--- src/rtl/mux_arb_pkg.sv ---
// Shared types and constants for the round-robin mux arbiter.
//   arb_state_t : arbiter FSM state encoding
//   SEL_A/SEL_B : mux select encoding (1 routes requester A, 0 routes B)
package mux_arb_pkg;

    typedef enum logic [1:0] {
        IDLE    = 2'd0,
        GRANT_A = 2'd1,
        GRANT_B = 2'd2
    } arb_state_t;

    localparam logic SEL_A = 1'b1;
    localparam logic SEL_B = 1'b0;

endpackage

--- src/rtl/mux2_gate_sv.sv ---
// One-bit 2:1 multiplexer built from primitive gates.
//   data_a   in  1  routed when sel = 1
//   data_b   in  1  routed when sel = 0
//   sel      in  1  select line
//   out_data out 1  selected bit
module mux2_gate_sv (
    input  logic data_a,
    input  logic data_b,
    input  logic sel,
    output logic out_data
);

    logic sel_n;
    logic a_term;
    logic b_term;

    not u_not_sel (sel_n, sel);
    and u_and_a   (a_term, data_a, sel);
    and u_and_b   (b_term, data_b, sel_n);
    or  u_or_out  (out_data, a_term, b_term);

endmodule

--- src/rtl/mux_rr_arbiter_sv.sv ---
// Round-robin arbiter sharing one gate-level 2:1 datapath mux between two
// requesters. The granted side's word is forwarded downstream with a
// valid/ready handshake; each grant is capped at MAX_BURST transfers while the
// other side waits.
//   clk, rst              clock, asynchronous active-high reset
//   req_a/data_a/ack_a    requester A (req held until ack)
//   req_b/data_b/ack_b    requester B (req held until ack)
//   out_valid/out_ready   downstream handshake
//   out_data              mux output
//   sel                   registered mux select (1 = A, 0 = B)
//   busy                  FSM not idle
module mux_rr_arbiter_sv
    import mux_arb_pkg::*;
#(
    parameter int WIDTH     = 1,
    parameter int MAX_BURST = 4
) (
    input  logic             clk,
    input  logic             rst,
    input  logic             req_a,
    input  logic [WIDTH-1:0] data_a,
    output logic             ack_a,
    input  logic             req_b,
    input  logic [WIDTH-1:0] data_b,
    output logic             ack_b,
    output logic             out_valid,
    input  logic             out_ready,
    output logic [WIDTH-1:0] out_data,
    output logic             sel,
    output logic             busy
);

    localparam int CNT_W = (MAX_BURST > 1) ? $clog2(MAX_BURST) : 1;
    // Last transfer of a burst; comparing against MAX_BURST-1 keeps the
    // counter from ever wrapping.
    localparam logic [CNT_W-1:0] CNT_LAST = CNT_W'(MAX_BURST - 1);

    arb_state_t       state_q, state_d;
    logic             sel_q, sel_d;
    logic             last_grant_q, last_grant_d;  // SEL_A / SEL_B encoding
    logic [CNT_W-1:0] burst_cnt_q, burst_cnt_d;

    logic grant_a;
    logic grant_b;
    logic transfer;
    logic req_own;
    logic req_other;

    assign grant_a   = (state_q == GRANT_A);
    assign grant_b   = (state_q == GRANT_B);
    assign out_valid = (grant_a & req_a) | (grant_b & req_b);
    assign transfer  = out_valid & out_ready;
    assign ack_a     = grant_a & transfer;
    assign ack_b     = grant_b & transfer;
    assign sel       = sel_q;
    assign busy      = (state_q != IDLE);

    // The granted side's request and the waiting side's request, so both
    // grant states share one set of transition rules.
    assign req_own   = grant_a ? req_a : req_b;
    assign req_other = grant_a ? req_b : req_a;

    // Datapath: one gate-level mux per bit, steered by the registered select.
    for (genvar i = 0; i < WIDTH; i++) begin : g_mux
        mux2_gate_sv u_mux2 (
            .data_a   (data_a[i]),
            .data_b   (data_b[i]),
            .sel      (sel_q),
            .out_data (out_data[i])
        );
    end

    always_comb begin
        state_d      = state_q;
        sel_d        = sel_q;
        last_grant_d = last_grant_q;
        burst_cnt_d  = burst_cnt_q;

        unique case (state_q)
            IDLE: begin
                // On a tie, the side that did not transfer last wins.
                if (req_a && (!req_b || (last_grant_q == SEL_B))) begin
                    state_d = GRANT_A;
                    sel_d   = SEL_A;
                end else if (req_b) begin
                    state_d = GRANT_B;
                    sel_d   = SEL_B;
                end
            end

            GRANT_A, GRANT_B: begin
                if (transfer) begin
                    last_grant_d = grant_a ? SEL_A : SEL_B;
                    if (burst_cnt_q == CNT_LAST) begin
                        burst_cnt_d = '0;
                        if (req_other) begin
                            state_d = grant_a ? GRANT_B : GRANT_A;
                            sel_d   = grant_a ? SEL_B : SEL_A;
                        end
                    end else begin
                        burst_cnt_d = burst_cnt_q + CNT_W'(1);
                    end
                end else if (!req_own) begin
                    burst_cnt_d = '0;
                    if (req_other) begin
                        state_d = grant_a ? GRANT_B : GRANT_A;
                        sel_d   = grant_a ? SEL_B : SEL_A;
                    end else begin
                        state_d = IDLE;
                    end
                end
                // Otherwise the downstream is stalling: hold everything.
            end

            default: begin
                state_d     = IDLE;
                burst_cnt_d = '0;
            end
        endcase
    end

    always_ff @(posedge clk or posedge rst) begin
        if (rst) begin
            state_q      <= IDLE;
            sel_q        <= SEL_B;
            last_grant_q <= SEL_B;
            burst_cnt_q  <= '0;
        end else begin
            state_q      <= state_d;
            sel_q        <= sel_d;
            last_grant_q <= last_grant_d;
            burst_cnt_q  <= burst_cnt_d;
        end
    end

    // A requester must keep req asserted until its word is acknowledged.
    a_req_a_held: assert property (@(posedge clk) disable iff (rst)
        (req_a && !ack_a) |=> req_a);
    a_req_b_held: assert property (@(posedge clk) disable iff (rst)
        (req_b && !ack_b) |=> req_b);

endmodule

--- config.mk ---
export PLATFORM = sky130hd
export DESIGN_NAME = mux_rr_arbiter_sv
export DESIGN_NICKNAME = d
export VERILOG_FILES = /design/src/rtl/mux_arb_pkg.sv /design/src/rtl/mux2_gate_sv.sv /design/src/rtl/mux_rr_arbiter_sv.sv
export SDC_FILE = /design/constraint.sdc
export NUM_CORES = 1
export LEC_CHECK = 0
export ABC_AREA = 0
export CORE_AREA = 2 2 44 46
export DETAILED_ROUTE_END_ITERATION = 12
export DIE_AREA = 0 0 46 48
export GPL_TIMING_DRIVEN = 0
export SYNTH_ARGS = -nofsm -noshare
export SYNTH_HDL_FRONTEND = slang
export SYNTH_HIERARCHICAL = 1
export SYNTH_SLANG_ARGS = --single-unit
--- constraint.sdc ---
create_clock -name clk -period 4.3 [get_ports clk]
set_clock_uncertainty 0.15 [all_clocks]
set_input_delay 0.43 -clock clk [delete_from_list [all_inputs] [get_ports clk]]
set_output_delay 0.43 -clock clk [all_outputs]
set_load 0.02 [all_outputs]
# After elaboration in Yosys (flattened, before gate mapping)
# Index checks and enable logic that the tools add are counted.
# Widths: inputs -> output; s select.
[totals] mem_count=0 input_bits=7 mem_bits_rw=0 register_bits=6 latchBits=0 output_inout_bits=6 mem_bits_ro=0
[op_classes] div=0 muxes=24 addsub=1 bitwise=12 n_mul=0 n_shift=0 n_reduce_logical=11 magnitude_cmp=0 eq_ne=7
[op_table] op="$mux 2" n=11
[op_table] op="$ne 3x3->1 const B" n=4
[op_table] op="$mux 1" n=10
[op_table] op="$pmux 2 s2" n=2
[op_table] op="$reduce_and 4->1" n=2
[op_table] op="$and 1x1->1" n=7
[op_table] op="$eq 2x2->1 const B" n=2
[op_table] op="$reduce_and 2->1" n=2
[op_table] op="$reduce_bool 2->1" n=2
[op_table] op="$not 1->1" n=3
[op_table] op="$add 2x1->2 const B" n=1
[op_table] op="$eq 2x1->1 const B" n=1
[op_table] op="$logic_not 2->1" n=1
[op_table] op="$or 1x1->1" n=2
[op_table] op="$pmux 1 s2" n=1
[op_table] op="$reduce_or 2->1" n=1
[op_table] op="$logic_and 1x1->1" n=1
[op_table] op="$logic_not 1->1" n=1
[op_table] op="$logic_or 1x1->1" n=1

# Longest topological paths before layout
[depth] depth_word=6 mapped_depth=7

# Cells and area by module
# The synthesis kept the hierarchy.
[by_module_without_submodules] module="mux_rr_arbiter_sv" instances=1 seq_area_each_um2=150.1 area_per_inst_um2=573.0 cells_per_inst=61
[by_module_without_submodules] module="mux2_gate_sv" instances=1 seq_area_each_um2=0.0 area_per_inst_um2=15.0 cells_per_inst=1

# Worst setup path after synthesis
# No wires, ideal clock.
[synth_path] path_kind="register to output" start="register state_q[1]" end="output port ack_a" setup_slack_ps=2442 path_stages_with_launch=6 t_arrival_ps=1278 required_time_ps=3720 cell_sequence="dfrtp_1 -> inv_1 -> ha_1 -> buf_6 -> a22o_4 -> and3_2"
[synth_between] elab_chain_cells=5 word_cells_on_any_way=7 classes_between="eq/ne (2); bitwise (5)"
[synth_lines] element="from (decl)" line="mux_rr_arbiter_sv.sv:38" rtl="arb_state_t state_q, state_d;"
[synth_lines] element="from (signal assigned)" line="mux_rr_arbiter_sv.sv:129" rtl="state_q <= state_d;"
[synth_lines] element="$eq 2x1->1" line="mux_rr_arbiter_sv.sv:49" rtl="assign grant_a = (state_q == GRANT_A);"
[synth_lines] element="named net grant_a" line="mux_rr_arbiter_sv.sv:43" rtl="logic grant_a;"
[synth_lines] element="$and 1x1->1" line="mux_rr_arbiter_sv.sv:51" rtl="assign out_valid = (grant_a & req_a) | (grant_b & req_b);"
[synth_lines] element="$or 1x1->1" line="mux_rr_arbiter_sv.sv:51"
[synth_lines] element="named net out_valid" line="mux_rr_arbiter_sv.sv:26" rtl="output logic out_valid,"
[synth_lines] element="$and 1x1->1" line="mux_rr_arbiter_sv.sv:52" rtl="assign transfer = out_valid & out_ready;"
[synth_lines] element="$and 1x1->1" line="mux_rr_arbiter_sv.sv:53" rtl="assign ack_a = grant_a & transfer;"
[synth_lines] element="to (decl)" line="mux_rr_arbiter_sv.sv:22" rtl="output logic ack_a,"
# The timed path passes the listed nets, and every way through them passes these cells.

# Final worst setup path
[layout_path] start="register state_q[1]" end="output port ack_a"
[layout_between] elab_chain_cells=5 word_cells_on_any_way=7 classes_between="eq/ne (2); bitwise (5)"
[layout_lines] element="$eq 2x1->1 (*)" line="mux_rr_arbiter_sv.sv:49"
[layout_lines] element="named net grant_a" line="mux_rr_arbiter_sv.sv:43"
[layout_lines] element="$and 1x1->1" line="mux_rr_arbiter_sv.sv:51"
[layout_lines] element="$or 1x1->1" line="mux_rr_arbiter_sv.sv:51"
[layout_lines] element="$and 1x1->1" line="mux_rr_arbiter_sv.sv:52"
[layout_lines] element="$and 1x1->1 (*)" line="mux_rr_arbiter_sv.sv:53"
# The timed path passes the listed nets; every way through them passes the cells marked *.

==> results.toml <==
[global_route]
antenna_found_initial = 0
grt_max_degree = 11
track_usage = 0.120
overflow = 0
grt_pass1_vias = 460
grt_pass1_wl_mm = 1.90

[clocking]
clockBufferDepth = 2
root_buffer = "clkbuf_4"
clk_pin_slew_ns = 0.04
cts_setup_buffers = 0
clkLatencyLatePin_ns = 0.24
holdBufCountCts = 0
cts_resized = 0
cts.sinks = 6
cts_inserted_buffers = 3
cts_tree = "done"
h-tree-depth = 1

[detailed_routing]
routedWlPerCell_um = 12.3
drtIter0Drc = 11
met2_length_um = 501
drtAntennaViolNets = 0
wl_met3_um = 70
drcViolationCount = 0
first_pass_iters = 4
vias_per_cell = 5.40
wl_met1_um = 556
wl_mm = 1.13
vias = 497
top_layer_used = "met3"

[placement]
dp_hpwl_um = 890
placed_cells = 89
io_buffer_count = 10
place_congestion = 0.769
pre_cts_slack_ns = 1.69

[sta]
fmax_ghz = 0.382
post-route-period-util = 0.609
worst_pin_slew_ns = 0.275
hold_violations = 0
slew_violations = 0
rsz0062_at_grt = "no"
min_period_ns = 2.62
fin_ws_ns = 1.68
setup_viol = 0
fin_tns_setup_ns = 0
max_slew_margin = 0.816

[setup_path]
cp_max_fo = 10
crit_path_end_kind = "output pin"
reg2reg_to = "state_q[1]"
r2r_cells = 6
ff2ff_setup_slack_ns = 2.35
endpoint = "ack_a"
startpoint = "state_q[1]"
cp.required_ns = 3.72
r2r-start = "state_q[0]"
critPathLaunchType = "flop"
worstPathArrival_ns = 2.04
critPathKind = "flop to output pin"

[floorplanning]
std_cell_rows = 15
die_area_sq_um = 2210
initial_core_util = 0.348
die_x_um = 46
core_sq_um = 1690
die_h_um = 48
ios = 13

[power_and_ir_drop]
ir_worst_vdd_uv = 284
power_frac_seq = 0.206
power_density_nw_per_um2 = 647
clkPwrFrac = 0.106
intPower_mw = 0.266
sw_frac_of_total = 0.439
cellLeakagePower_nw = 0.345
p_switching_mw = 0.208
combinationalPowerShare = 0.688
total_power_mw = 0.473

[yosys]
ys.flop_type = "dfrtp_1"
synth_top_area_cell = "dfrtp_1"
synth_top_area_frac = 0.255
syn-cell-area_sq_um = 588
synth_cells = 62
synthMuxAreaShare = 0.153
syn_avg_cell_area_sq_um = 9.48
synth.area.top_cells = "dfrtp_1 (26%), ha_1 (11%), mux2_1 (5.7%), mux2i_1 (5.1%), inv_1 (4.5%)"
synth_edf_count = 0
synth-compound-area-share = 0.168
ys_seq_elements = 6
synth_top_family_by_area = "simple AND/OR/NAND/NOR gates"
ys_types = 28
yosys.area_share.simple = 0.217
synth_warnings = 6
synth-seq-area-share = 0.255
synthArstFlopShare = 1.00
synthAdderAreaFrac = 0.106
synthXorXnorAreaFrac = 0
synth_nets = 74

[cells_and_area]
fin_nets = 89
drive_gt1_frac = 0.227
diodes = 0
syn_to_final_growth_pct = 24.5
stdcell_count = 92
seq_area_sq_um = 150
fillers = 170
final_common_cell = "clkdlybuf4s50_1"
multi_input_area_sq_um = 379
mostFrequentLayoutCells = "clkdlybuf4s50_1 (10), inv_1 (7), dfrtp_1 (6)"

[flow_run]
maxCapViolCount = 0

[outcome]
status = "finished, final reports clean"

[hold_path]
hold_class = "input port to async pin"
routing by layer:
layer / vias to the layer above / global-route usage
met5: - / 0
met4: 0 / 0.0343
met3: 0 / 0.0340
met2: 19 / 0.192
met1: 226 / 0.158
li1: 252 / -
how the worst min path moves through the flow:
stage,from,end,slack (ns)
2_1_floorplan,rst,burst_cnt_q[0],0.07
3_3_place_gp,burst_cnt_q[0],burst_cnt_q[0],0.37
3_5_place_dp,burst_cnt_q[1],burst_cnt_q[1],0.37
4_1_cts,rst,burst_cnt_q[1],0.25
5_1_grt,rst,burst_cnt_q[0],0.27
6_report,rst,burst_cnt_q[0],0.25
worst max-delay path, stage by stage, from the launching register on:
cell and delay (ns):
dfrtp_1 0.38, inv_1 0.07, ha_1 0.19, buf_6 0.14, a22o_4 0.27, and3_2 0.21
clkdlybuf4s50_1 0.53
synth_stat cells (2+ instances only):
cell type / instances
a31oi_1: 2
and3_2: 2
nand4_1: 4
buf_2: 2
nor2b_1: 2
nor2_1: 2
dfrtp_1: 6
inv_1: 7
a21oi_1: 3
nand4b_1: 2
buf_6: 2
ha_1: 5
nand2_1: 4
mux2i_1: 3
mux2_1: 3
cell families after synthesis:
family	count (synthesis)
AO/OA/AOI/OAI	12
flip-flops	6
multiplexers	8
adder cells (fa/ha/maj)	5
buffers and inverters	11
AND/OR/NAND/NOR	20
area by class of cell:
cell class	instances	share of cell area
multi-input combinational	45	0.518
sequential	6	0.205
timing repair buffer	10	0.137
buffer	4	0.0444
inverter	7	0.0359
clock buffer	3	0.0308
tap	17	0.0291
flip-flops by register name, summed over array words and instances (netlist names):
name and count:
burst_cnt_q 2, last_grant_q 1, sel 1, state_q 2
power by group through the flow:
stage          Combinational, mW  Clock [mW]  Sequential (mW)
5_1_grt                    0.363      0.0553            0.101
2_1_floorplan              0.241           0           0.0997
4_1_cts                    0.330      0.0534           0.0977
6_report                   0.326      0.0503           0.0973
3_3_place_gp               0.328           0           0.0965
3_5_place_dp               0.328           0           0.0983
per-stage QoR:
stage / hold WS, ns / utilization / cell area [sq um]
after global placement: 0.367 / 0.420 / 709
after global routing: 0.275 / 0.433 / 732
final: 0.250 / 0.433 / 732
after CTS: 0.245 / 0.433 / 732
after floorplan: 0.0710 / - / 588
after detailed placement: 0.371 / 0.420 / 709
Power figures use the tool's default switching activity.
